### config.mk
export PLATFORM = sky130hd
export DESIGN_NAME = serial_subtractor_16bit
export DESIGN_NICKNAME = d
export VERILOG_FILES = /design/src/rtl/serial_sub_pkg.sv /design/src/rtl/serial_subtractor_16bit_sub_digit.sv /design/src/rtl/serial_subtractor_16bit.sv
export SDC_FILE = /design/constraint.sdc
export NUM_CORES = 1
export LEC_CHECK = 0
export BUFFER_PORTS_ARGS = -buffer_cell sky130_fd_sc_hd__buf_4
export CAP_MARGIN = 30
export CORE_ASPECT_RATIO = 1.75
export CORE_MARGIN = 8
export CORE_UTILIZATION = 30
export CTS_CLUSTER_DIAMETER = 80
export DETAILED_ROUTE_END_ITERATION = 10
export PLACE_DENSITY_LB_ADDON = 0.15
export SLEW_MARGIN = 20
export SYNTH_ARGS = -nofsm -noshare
export SYNTH_HDL_FRONTEND = slang
export SYNTH_SLANG_ARGS = --single-unit
export TNS_END_PERCENT = 30
### constraint.sdc
create_clock -name clk -period 3.9 [get_ports clk]
set_input_delay 0.78 -clock clk [delete_from_list [all_inputs] [get_ports clk]]
set_output_delay 0.78 -clock clk [all_outputs]
set_load 0.01 [all_outputs]
### src/rtl/serial_sub_pkg.sv
`default_nettype none
// ============================================================================
//  Module      : serial_sub_pkg
//  Description : Shared types and helpers for the bit-serial subtractor.
//                Provides the controller state encoding and functions that
//                derive the digit count and the digit-counter width from the
//                operand width and the digit width.
//  Revision    : 1.0 - initial release
// ============================================================================
package serial_sub_pkg;

    typedef enum logic [1:0] {
        IDLE = 2'd0,
        RUN  = 2'd1,
        DONE = 2'd2
    } state_t;

    // Number of digits (clock cycles of processing) per operation.
    function automatic int calc_num_digits(input int width, input int bits_per_cycle);
        return width / bits_per_cycle;
    endfunction

    // Digit counter width; a single-digit configuration still needs one bit.
    function automatic int calc_cnt_width(input int num_digits);
        return (num_digits > 1) ? $clog2(num_digits) : 1;
    endfunction

endpackage : serial_sub_pkg
`default_nettype wire

### src/rtl/serial_subtractor_16bit_sub_digit.sv
`default_nettype none
// ============================================================================
//  Module      : sub_digit
//  Description : Combinational ripple cell computing one digit of
//                a + ~b + carry_in. The caller seeds carry_in with ~borrow so
//                the cell performs subtraction; carry_out = ~borrow_out.
//  Ports       : digit_a    [BITS_PER_CYCLE-1:0] in  - minuend digit
//                digit_b    [BITS_PER_CYCLE-1:0] in  - subtrahend digit
//                carry_in                        in  - carry into the LSB
//                digit_diff [BITS_PER_CYCLE-1:0] out - difference digit
//                carry_out                       out - carry out of the MSB
//  Revision    : 1.0 - initial release
// ============================================================================
module sub_digit #(
    parameter int BITS_PER_CYCLE = 1
) (
    input  logic [BITS_PER_CYCLE-1:0] digit_a,
    input  logic [BITS_PER_CYCLE-1:0] digit_b,
    input  logic                      carry_in,
    output logic [BITS_PER_CYCLE-1:0] digit_diff,
    output logic                      carry_out
);

    logic w_carry;
    logic w_nb;

    // Ripple through the digit with a scalar carry variable so the chain
    // stays a simple combinational path rather than a self-referencing vector.
    always_comb begin
        digit_diff = '0;
        w_carry    = carry_in;
        w_nb       = 1'b0;
        for (int i = 0; i < BITS_PER_CYCLE; i++) begin
            w_nb          = ~digit_b[i];
            digit_diff[i] = digit_a[i] ^ w_nb ^ w_carry;
            w_carry       = (digit_a[i] & w_nb) | (w_carry & (digit_a[i] ^ w_nb));
        end
        carry_out = w_carry;
    end

endmodule : sub_digit
`default_nettype wire

### src/rtl/serial_subtractor_16bit.sv
`default_nettype none
// ============================================================================
//  Module      : serial_subtractor_16bit
//  Description : Multi-cycle digit-serial two's-complement subtractor.
//                Computes diff = a - b - bin, LSB digit first, with
//                BITS_PER_CYCLE bits per clock, using a start/busy/done
//                handshake. Results are registered and held until the next
//                completion.
//  Ports       : clk       in  - rising-edge clock
//                rst_n     in  - asynchronous active-low reset
//                start     in  - request, sampled in IDLE or DONE
//                a         in  [WIDTH-1:0] minuend
//                b         in  [WIDTH-1:0] subtrahend
//                bin       in  - borrow-in
//                busy      out - digits being processed
//                done      out - one-cycle result-valid pulse
//                diff      out [WIDTH-1:0] a - b - bin mod 2^WIDTH
//                bout      out - borrow-out (unsigned a < b + bin)
//                overflow  out - signed overflow
//  Revision    : 1.0 - initial release
// ============================================================================
module serial_subtractor_16bit
    import serial_sub_pkg::*;
#(
    parameter int WIDTH          = 16,
    parameter int BITS_PER_CYCLE = 1
) (
    input  logic             clk,
    input  logic             rst_n,
    input  logic             start,
    input  logic [WIDTH-1:0] a,
    input  logic [WIDTH-1:0] b,
    input  logic             bin,
    output logic             busy,
    output logic             done,
    output logic [WIDTH-1:0] diff,
    output logic             bout,
    output logic             overflow
);

    localparam int c_num_digits = calc_num_digits(WIDTH, BITS_PER_CYCLE);
    localparam int c_cnt_w      = calc_cnt_width(c_num_digits);
    localparam logic [c_cnt_w-1:0] c_last_digit = c_cnt_w'(c_num_digits - 1);

    // Reject digit widths that do not tile the operand exactly.
    if ((BITS_PER_CYCLE < 1) || (BITS_PER_CYCLE > WIDTH) ||
        ((WIDTH % BITS_PER_CYCLE) != 0)) begin : g_bad_bits_per_cycle
        $error("serial_subtractor_16bit: BITS_PER_CYCLE must divide WIDTH");
    end

    // ------------------------------------------------------------------------
    // State
    // ------------------------------------------------------------------------
    state_t               state_q,   state_d;
    logic [c_cnt_w-1:0]   cnt_q,     cnt_d;
    // The minuend register doubles as the result register: each processed
    // digit of a leaves at the bottom while the matching difference digit
    // enters at the top, so after the last digit it holds the full result.
    logic [WIDTH-1:0]     a_sh_q,    a_sh_d;
    logic [WIDTH-1:0]     b_sh_q,    b_sh_d;
    logic                 carry_q,   carry_d;
    logic                 a_msb_q,   a_msb_d;
    logic                 b_msb_q,   b_msb_d;
    logic                 busy_q,    busy_d;
    logic                 done_q,    done_d;
    logic [WIDTH-1:0]     diff_q,    diff_d;
    logic                 bout_q,    bout_d;
    logic                 ovf_q,     ovf_d;

    logic [BITS_PER_CYCLE-1:0] w_digit_diff;
    logic                      w_carry_out;
    logic [WIDTH-1:0]          w_a_next;

    sub_digit #(
        .BITS_PER_CYCLE (BITS_PER_CYCLE)
    ) u_sub_digit (
        .digit_a    (a_sh_q[BITS_PER_CYCLE-1:0]),
        .digit_b    (b_sh_q[BITS_PER_CYCLE-1:0]),
        .carry_in   (carry_q),
        .digit_diff (w_digit_diff),
        .carry_out  (w_carry_out)
    );

    if (BITS_PER_CYCLE < WIDTH) begin : g_shift_multi
        assign w_a_next = {w_digit_diff, a_sh_q[WIDTH-1:BITS_PER_CYCLE]};
    end else begin : g_shift_single
        assign w_a_next = w_digit_diff;
    end

    // ------------------------------------------------------------------------
    // Next-state logic
    // ------------------------------------------------------------------------
    always_comb begin
        state_d = state_q;
        cnt_d   = cnt_q;
        a_sh_d  = a_sh_q;
        b_sh_d  = b_sh_q;
        carry_d = carry_q;
        a_msb_d = a_msb_q;
        b_msb_d = b_msb_q;
        diff_d  = diff_q;
        bout_d  = bout_q;
        ovf_d   = ovf_q;

        case (state_q)
            IDLE, DONE: begin
                if (start) begin
                    state_d = RUN;
                    cnt_d   = '0;
                    a_sh_d  = a;
                    b_sh_d  = b;
                    carry_d = ~bin;
                    a_msb_d = a[WIDTH-1];
                    b_msb_d = b[WIDTH-1];
                end else begin
                    state_d = IDLE;
                end
            end
            RUN: begin
                a_sh_d  = w_a_next;
                b_sh_d  = b_sh_q >> BITS_PER_CYCLE;
                carry_d = w_carry_out;
                cnt_d   = cnt_q + c_cnt_w'(1);
                if (cnt_q == c_last_digit) begin
                    state_d = DONE;
                    cnt_d   = '0;
                    diff_d  = w_a_next;
                    bout_d  = ~w_carry_out;
                    ovf_d   = (a_msb_q ^ b_msb_q) & (w_a_next[WIDTH-1] ^ a_msb_q);
                end
            end
            default: begin
                state_d = IDLE;
            end
        endcase

        // Handshake outputs are registered versions of the next state.
        busy_d = (state_d == RUN);
        done_d = (state_d == DONE);
    end

    // ------------------------------------------------------------------------
    // Registers
    // ------------------------------------------------------------------------
    always_ff @(posedge clk or negedge rst_n) begin
        if (!rst_n) begin
            state_q <= IDLE;
            cnt_q   <= '0;
            a_sh_q  <= '0;
            b_sh_q  <= '0;
            carry_q <= 1'b0;
            a_msb_q <= 1'b0;
            b_msb_q <= 1'b0;
            busy_q  <= 1'b0;
            done_q  <= 1'b0;
            diff_q  <= '0;
            bout_q  <= 1'b0;
            ovf_q   <= 1'b0;
        end else begin
            state_q <= state_d;
            cnt_q   <= cnt_d;
            a_sh_q  <= a_sh_d;
            b_sh_q  <= b_sh_d;
            carry_q <= carry_d;
            a_msb_q <= a_msb_d;
            b_msb_q <= b_msb_d;
            busy_q  <= busy_d;
            done_q  <= done_d;
            diff_q  <= diff_d;
            bout_q  <= bout_d;
            ovf_q   <= ovf_d;
        end
    end

    assign busy     = busy_q;
    assign done     = done_q;
    assign diff     = diff_q;
    assign bout     = bout_q;
    assign overflow = ovf_q;

endmodule : serial_subtractor_16bit
`default_nettype wire
==> out/metrics.yaml, run 1 <==
status: "complete, no violations"
drv_slew: 0
synthToLayoutAreaGrowth_pct: 28.8
cts_buffer_depth: 2
vias_per_cell: 4.63
clock_skew_ns: 0.00504
reg2reg_slack_ns: 2.00
syn_inst: 261
synth_edf_count: 0
hold_path_depth: 2
synth-seq-area-share: 0.575
worst_pin_slew_ns: 0.804
coreArea_um2: 8610
io_pins: 56
ys_async_sr_fraction: 1.00
wl_mm: 6.17
dr.pass1.iters: 4
die_h_um: 140
grt_usage: 0.112
ant_nets: 0
setup_viol: 0
drv_cap: 0
cts_num_sinks: 61
synth-main-ff-cell: "dfrtp_1"
drive_above_1_share: 0.292
post_cts_buffers: 0
start_util: 0.308
fp.dieW_um: 87.1
hp-class: "flip-flop to flip-flop"
p_leak_nw: 1.54
rsz0062_at_grt: "false"
r2r-end: "cnt_q[2]"
rows: 45
num_vias: 2013
critPathMaxFanout: 59
dpl.hpwl_mm: 4.20
required_ns: 4.14
slew_headroom: 0.464
ctsHtreeMaxLevel: 3
cp-end-kind: "flip-flop"
syn_area_um2: 2650
io_buffers: 55
cts_tree: "built"
grt_pass1_wl_mm: 10.4
cp-start-kind: "flip-flop"
layout_worst_path_cycle_share: 0.488
globalplace.congestion: 0.712
yosysWarnings: 0
path_clk_slew_ns: 0.05
setup_tns_ns: 0
min_from: "a_msb_q"
fin_total_pwr_w: 0.00273
numCtsBuffers: 9
cts_resized: 0
syn_nets: 299
ys_types: 25
layout.nets: 352
die_area_um2: 12200
ys_ff_latch: 61
syn_area_per_cell_um2: 10.2
holdPathEnd: "a_msb_q"
reg2reg_depth: 4
cellPowerDensity_nw_per_um2: 798
worstPathArrival_ns: 2.15
postCtsHoldBufs: 0
nFillCells: 900
drc: 0
wl_per_cell_um: 14.2
diodes: 0
overflow: 0
grt_max_degree: 62
r2r_start: "state_q[0]"
cts-root-buf: "clkbuf_16"
hold_viol: 0
worstSetupPathType: "flip-flop to flip-flop"
min_period_ns: 1.90
fmax_mhz: 525
grt_pass1_vias: 2123
antenna_found_initial: 0
drt-initial-drc-count: 72
clock_latency_ns: 0.33
vdd_drop_max_mv: 0.340
[state kept, by name (all words and copies together) (netlist names), 2 cells and up]
name and count:
state_q 2, a_sh_q 16, b_sh_q 16, diff 16
cnt_q 4
[worst max-delay path by stage]
stage / startpoint / end / slack (ns) / cells after the start
5_1_grt: state_q[0] / cnt_q[2] / 1.84 / 4
3_5_place_dp: start / a_sh_q[9] / 1.76 / 6
6_report: state_q[0] / cnt_q[2] / 2.00 / 4
2_1_floorplan: start / a_sh_q[14] / 2.38 / 5
4_1_cts: state_q[0] / cnt_q[2] / 1.98 / 4
3_3_place_gp: start / a_sh_q[7] / 1.56 / 5
[cell usage in the layout, fill, tap and decap left out, drive strengths merged]
cell	count
a21oi	2
a31oi	30
buf	59
clkbuf	13
clkinv	2
dfrtp	61
fa	1
ha	1
inv	2
mux2	18
nand2	75
nand2b	3
nand3	7
nand3b	1
nor2	32
nor2b	2
nor3b	1
o21ai	4
o22ai	1
o311ai	1
o31ai	2
[Yosys cell counts (2+ instances only)]
cell type  number  share of area
mux2_4          9          0.051
nor2b_1         2         0.0047
nor2_1         31          0.044
o21ai_0         4         0.0075
o31ai_1         2         0.0057
nand3_1         6          0.011
a21oi_1         2         0.0038
nand2b_1        3         0.0071
dfrtp_1        61           0.58
a31oi_1        30          0.071
buf_2           8          0.015
inv_1           2         0.0028
nand2_1        75           0.11
clkbuf_1        7         0.0099
mux2_2          9          0.038
[metal layers]
metal | global-route usage | share of wire
met5 | 0 | 0
met4 | 0.0685 | 0.026
met3 | 0.0334 | 0.044
met2 | 0.180 | 0.51
met1 | 0.126 | 0.42
[power breakdown]
group / switching, W / internal [W] / total [W]
Combinational: 0.000500 / 0.000438 / 0.000938
Sequential: 0.000182 / 0.000909 / 0.00109
Clock: 0.000258 / 0.000441 / 0.000698
[worst max-delay path: stages (launching register included)]
cell	delay (ns)
dfrtp_1	0.44
nand2b_2	0.30
buf_4	0.54
mux2_2	0.40
o22ai_1	0.14
[kinds of logic after synthesis]
| logic type | Yosys count | synth area share |
|---|---|---|
| flops | 61 | 0.575 |
| fa+ha+maj | 2 | 0.0123 |
| buf+inv | 19 | 0.0396 |
| simple gates | 121 | 0.190 |
| mux | 18 | 0.0892 |
| compound gates | 40 | 0.0934 |
[stage by stage]
stage / utilization / area (µm²) / cells / worst slack [ns] / hold slack, ns
2_1_floorplan: - / 2650 / 261 / 2.38 / 0.460
3_3_place_gp: 0.365 / 3140 / 419 / 1.56 / 0.486
3_5_place_dp: 0.366 / 3160 / 420 / 1.76 / 0.493
4_1_cts: 0.397 / 3420 / 435 / 1.98 / 0.502
5_1_grt: 0.397 / 3420 / 435 / 1.84 / 0.528
6_report: 0.397 / 3420 / 435 / 2.00 / 0.498
[final cells by class]
type / instances / area (µm²) / area share
Multi-Input combinational cell: 181 / 1030 / 0.300
Clock inverter: 2 / 10.0 / 0.00293
Inverter: 2 / 7.51 / 0.00220
Timing Repair Buffer: 59 / 450 / 0.132
Sequential cell: 61 / 1530 / 0.447
Tap cell: 117 / 146 / 0.0428
Clock buffer: 13 / 250 / 0.0732
No activity file was read; power rests on OpenSTA's default activity.
==> run 2, diff against run 1 <==
Clock period 3.9 ns to 1.8 ns, I/O delays scaled along.
==> out/metrics.yaml, run 2 (synthesis results as in run 1) <==
diodes: 0  # unchanged
cts_num_sinks: 61  # unchanged
ctsHtreeMaxLevel: 3  # unchanged
place_ws_ns: 0.106  # was 1.76 ns
rows: 45  # unchanged
vias_per_cell: 4.54  # was 4.63
drc: 0  # unchanged
die_area_um2: 12200  # unchanged
path_clk_slew_ns: 0.05  # about the same
hold_viol: 0  # unchanged
use_met2: 0.180  # unchanged
worst_slack_ns: 0.200  # was 2.00 ns
drv_slew: 0  # unchanged
slowest_stage: "dfrtp_1"  # was buf_4
vdd_drop_max_mv: 0.884  # was 0.340 mV
ant_nets: 0  # unchanged
grt_usage: 0.110  # was 0.112
path_delay_family: "flip-flops"  # was buffers and inverters
cts_buffer_depth: 2  # unchanged
dpl.hpwl_mm: 4.37  # was 4.20 mm
drive_above_1_share: 0.309  # was 0.292
start_util: 0.308  # unchanged
numCtsBuffers: 9  # unchanged
reg2reg_slack_ns: 0.20  # was 2.00 ns
globalplace.congestion: 0.709  # was 0.712
io_pins: 56  # unchanged
cellPowerDensity_nw_per_um2: 1750  # was 798 nW/µm²
fmax_mhz: 625  # was 525 MHz
fp.dieW_um: 87.1  # unchanged
wl_mm: 6.19  # was 6.17 mm
min_period_ns: 1.60  # was 1.90 ns
critPathBufInv: 1  # unchanged
coreArea_um2: 8610  # unchanged
worst_pin_slew_ns: 0.412  # was 0.804 ns
dr.pass1.iters: 4  # unchanged
grt_pass1_wl_mm: 10.2  # was 10.4 mm
cp-end-kind: "flip-flop"  # unchanged
slowest_delay_ns: 0.39  # was 0.54 ns
cp-start-kind: "flip-flop"  # unchanged
cts-root-buf: "clkbuf_16"  # unchanged
drv_cap: 0  # unchanged
layout.nets: 357  # was 352
rsz0062_at_grt: "false"  # unchanged
io_buffers: 55  # unchanged
crit_chain: "ha_1 > nand3_2 > nor2_8 > buf_12 > mux2_2"  # was nand2b_2 > buf_4 > mux2_2 > o22ai_1
synthToLayoutAreaGrowth_pct: 33.4  # was 28.8%
clock_latency_ns: 0.33  # about the same
overflow: 0  # unchanged
setup_tns_ns: 0  # unchanged
fin_total_pwr_w: 0.00620  # was 0.00273 W
critPathMaxFanout: 13  # was 59
layout_commonest_cell: "nand2_1"  # unchanged
postLayoutCoreUtil: 0.411  # was 0.397
required_ns: 2.01  # was 4.14 ns
grtUsageMet1: 0.117  # was 0.126
holdWs_ns: 0.270  # was 0.498 ns
num_vias: 2002  # was 2013
die_h_um: 140  # unchanged
hp-class: "input port to flip-flop"  # was flip-flop to flip-flop
grt_max_degree: 41  # was 62
worstPathArrival_ns: 1.81  # was 2.15 ns
grt_most_used_layer: "met2"  # unchanged
p_leak_nw: 1.60  # was 1.54 nW
grt_pass1_vias: 2121  # was 2123
cts_tree: "built"  # unchanged
status: "complete, no violations"  # unchanged
antenna_found_initial: 0  # unchanged
mostFrequentLayoutCells: "75 x nand2_1, 61 x dfrtp_1, 60 x buf_4"  # was 75 x nand2_1, 61 x dfrtp_1, 58 x buf_4
use_met3: 0.0299  # was 0.0334
worstSetupPathType: "flip-flop to flip-flop"  # unchanged
layout_worst_path_cycle_share: 0.889  # was 0.488
wl_per_cell_um: 14.0  # was 14.2 µm
setup_viol: 0  # unchanged
slew_headroom: 0.725  # was 0.464
clock_skew_ns: 0.00846  # was 0.00504 ns
drt-initial-drc-count: 85  # was 72
[run 2: changes by cell type in the layout (fill, tap and decap cells not counted)]
cell / change
buf_12: +3
buf_4: +2
clkbuf_1: -2
clkbuf_8: +2
buf_8: -1
bufinv_16: +1
clkinv_2: -1
clkinvlp_4: +1
dlygate4sd3_1: +1
[run 2: metrics by stage]
stage,instances,area [µm²]
5_1_grt,441,3540
3_3_place_gp,422,3190
4_1_cts,439,3510
6_report,441,3540
2_1_floorplan,261,2650
3_5_place_dp,422,3190
[run 2: final timing paths]
path                       startpoint  endpoint  cells past startpoint
setup reg to reg             cnt_q[0]   diff[0]                      5
min in group asynchronous       rst_n      busy                      2
hold / removal                  b[15]   b_msb_q                      3
max in group asynchronous       rst_n   diff[6]                      3
hold reg to reg               diff[7]   diff[7]                      1
setup / recovery             cnt_q[0]   diff[0]                      5
[run 2: area by class of cell]
class	instances	area [µm²]
tap	117	146
timing repair buffer	64	520
clock buffer	13	270
multi-input combinational	181	1030
sequential	61	1530
clock inverter	3	42.5
inverter	2	7.51
fill	868	5070
[run 2: worst reg2reg max path, cell delays in order (launching register included)]
cell and delay (ns):
dfrtp_1 0.39, ha_1 0.25, nand3_2 0.19, nor2_8 0.16, buf_12 0.16, mux2_2 0.35
[run 2: timing repair]
item,in CTS,in global routing
hold buffers,1,0
endpoints found under the setup margin,0,6
buffers inserted,0,2
gates resized for setup,0,0
endpoints found under the hold margin,28,0
[run 2: power breakdown]
| group | switching, W | internal (W) | total [W] |
|---|---|---|---|
| Sequential | 0.000394 | 0.00197 | 0.00236 |
| Combinational | 0.00109 | 0.000985 | 0.00207 |
| Clock | 0.000581 | 0.00118 | 0.00176 |
[run 2: per-layer routing]
| layer | up-vias | part of all wire |
|---|---|---|
| met5 | - | 0 |
| met4 | 0 | 0.035 |
| met3 | 12 | 0.041 |
| met2 | 43 | 0.51 |
| met1 | 951 | 0.42 |
| li1 | 996 | - |
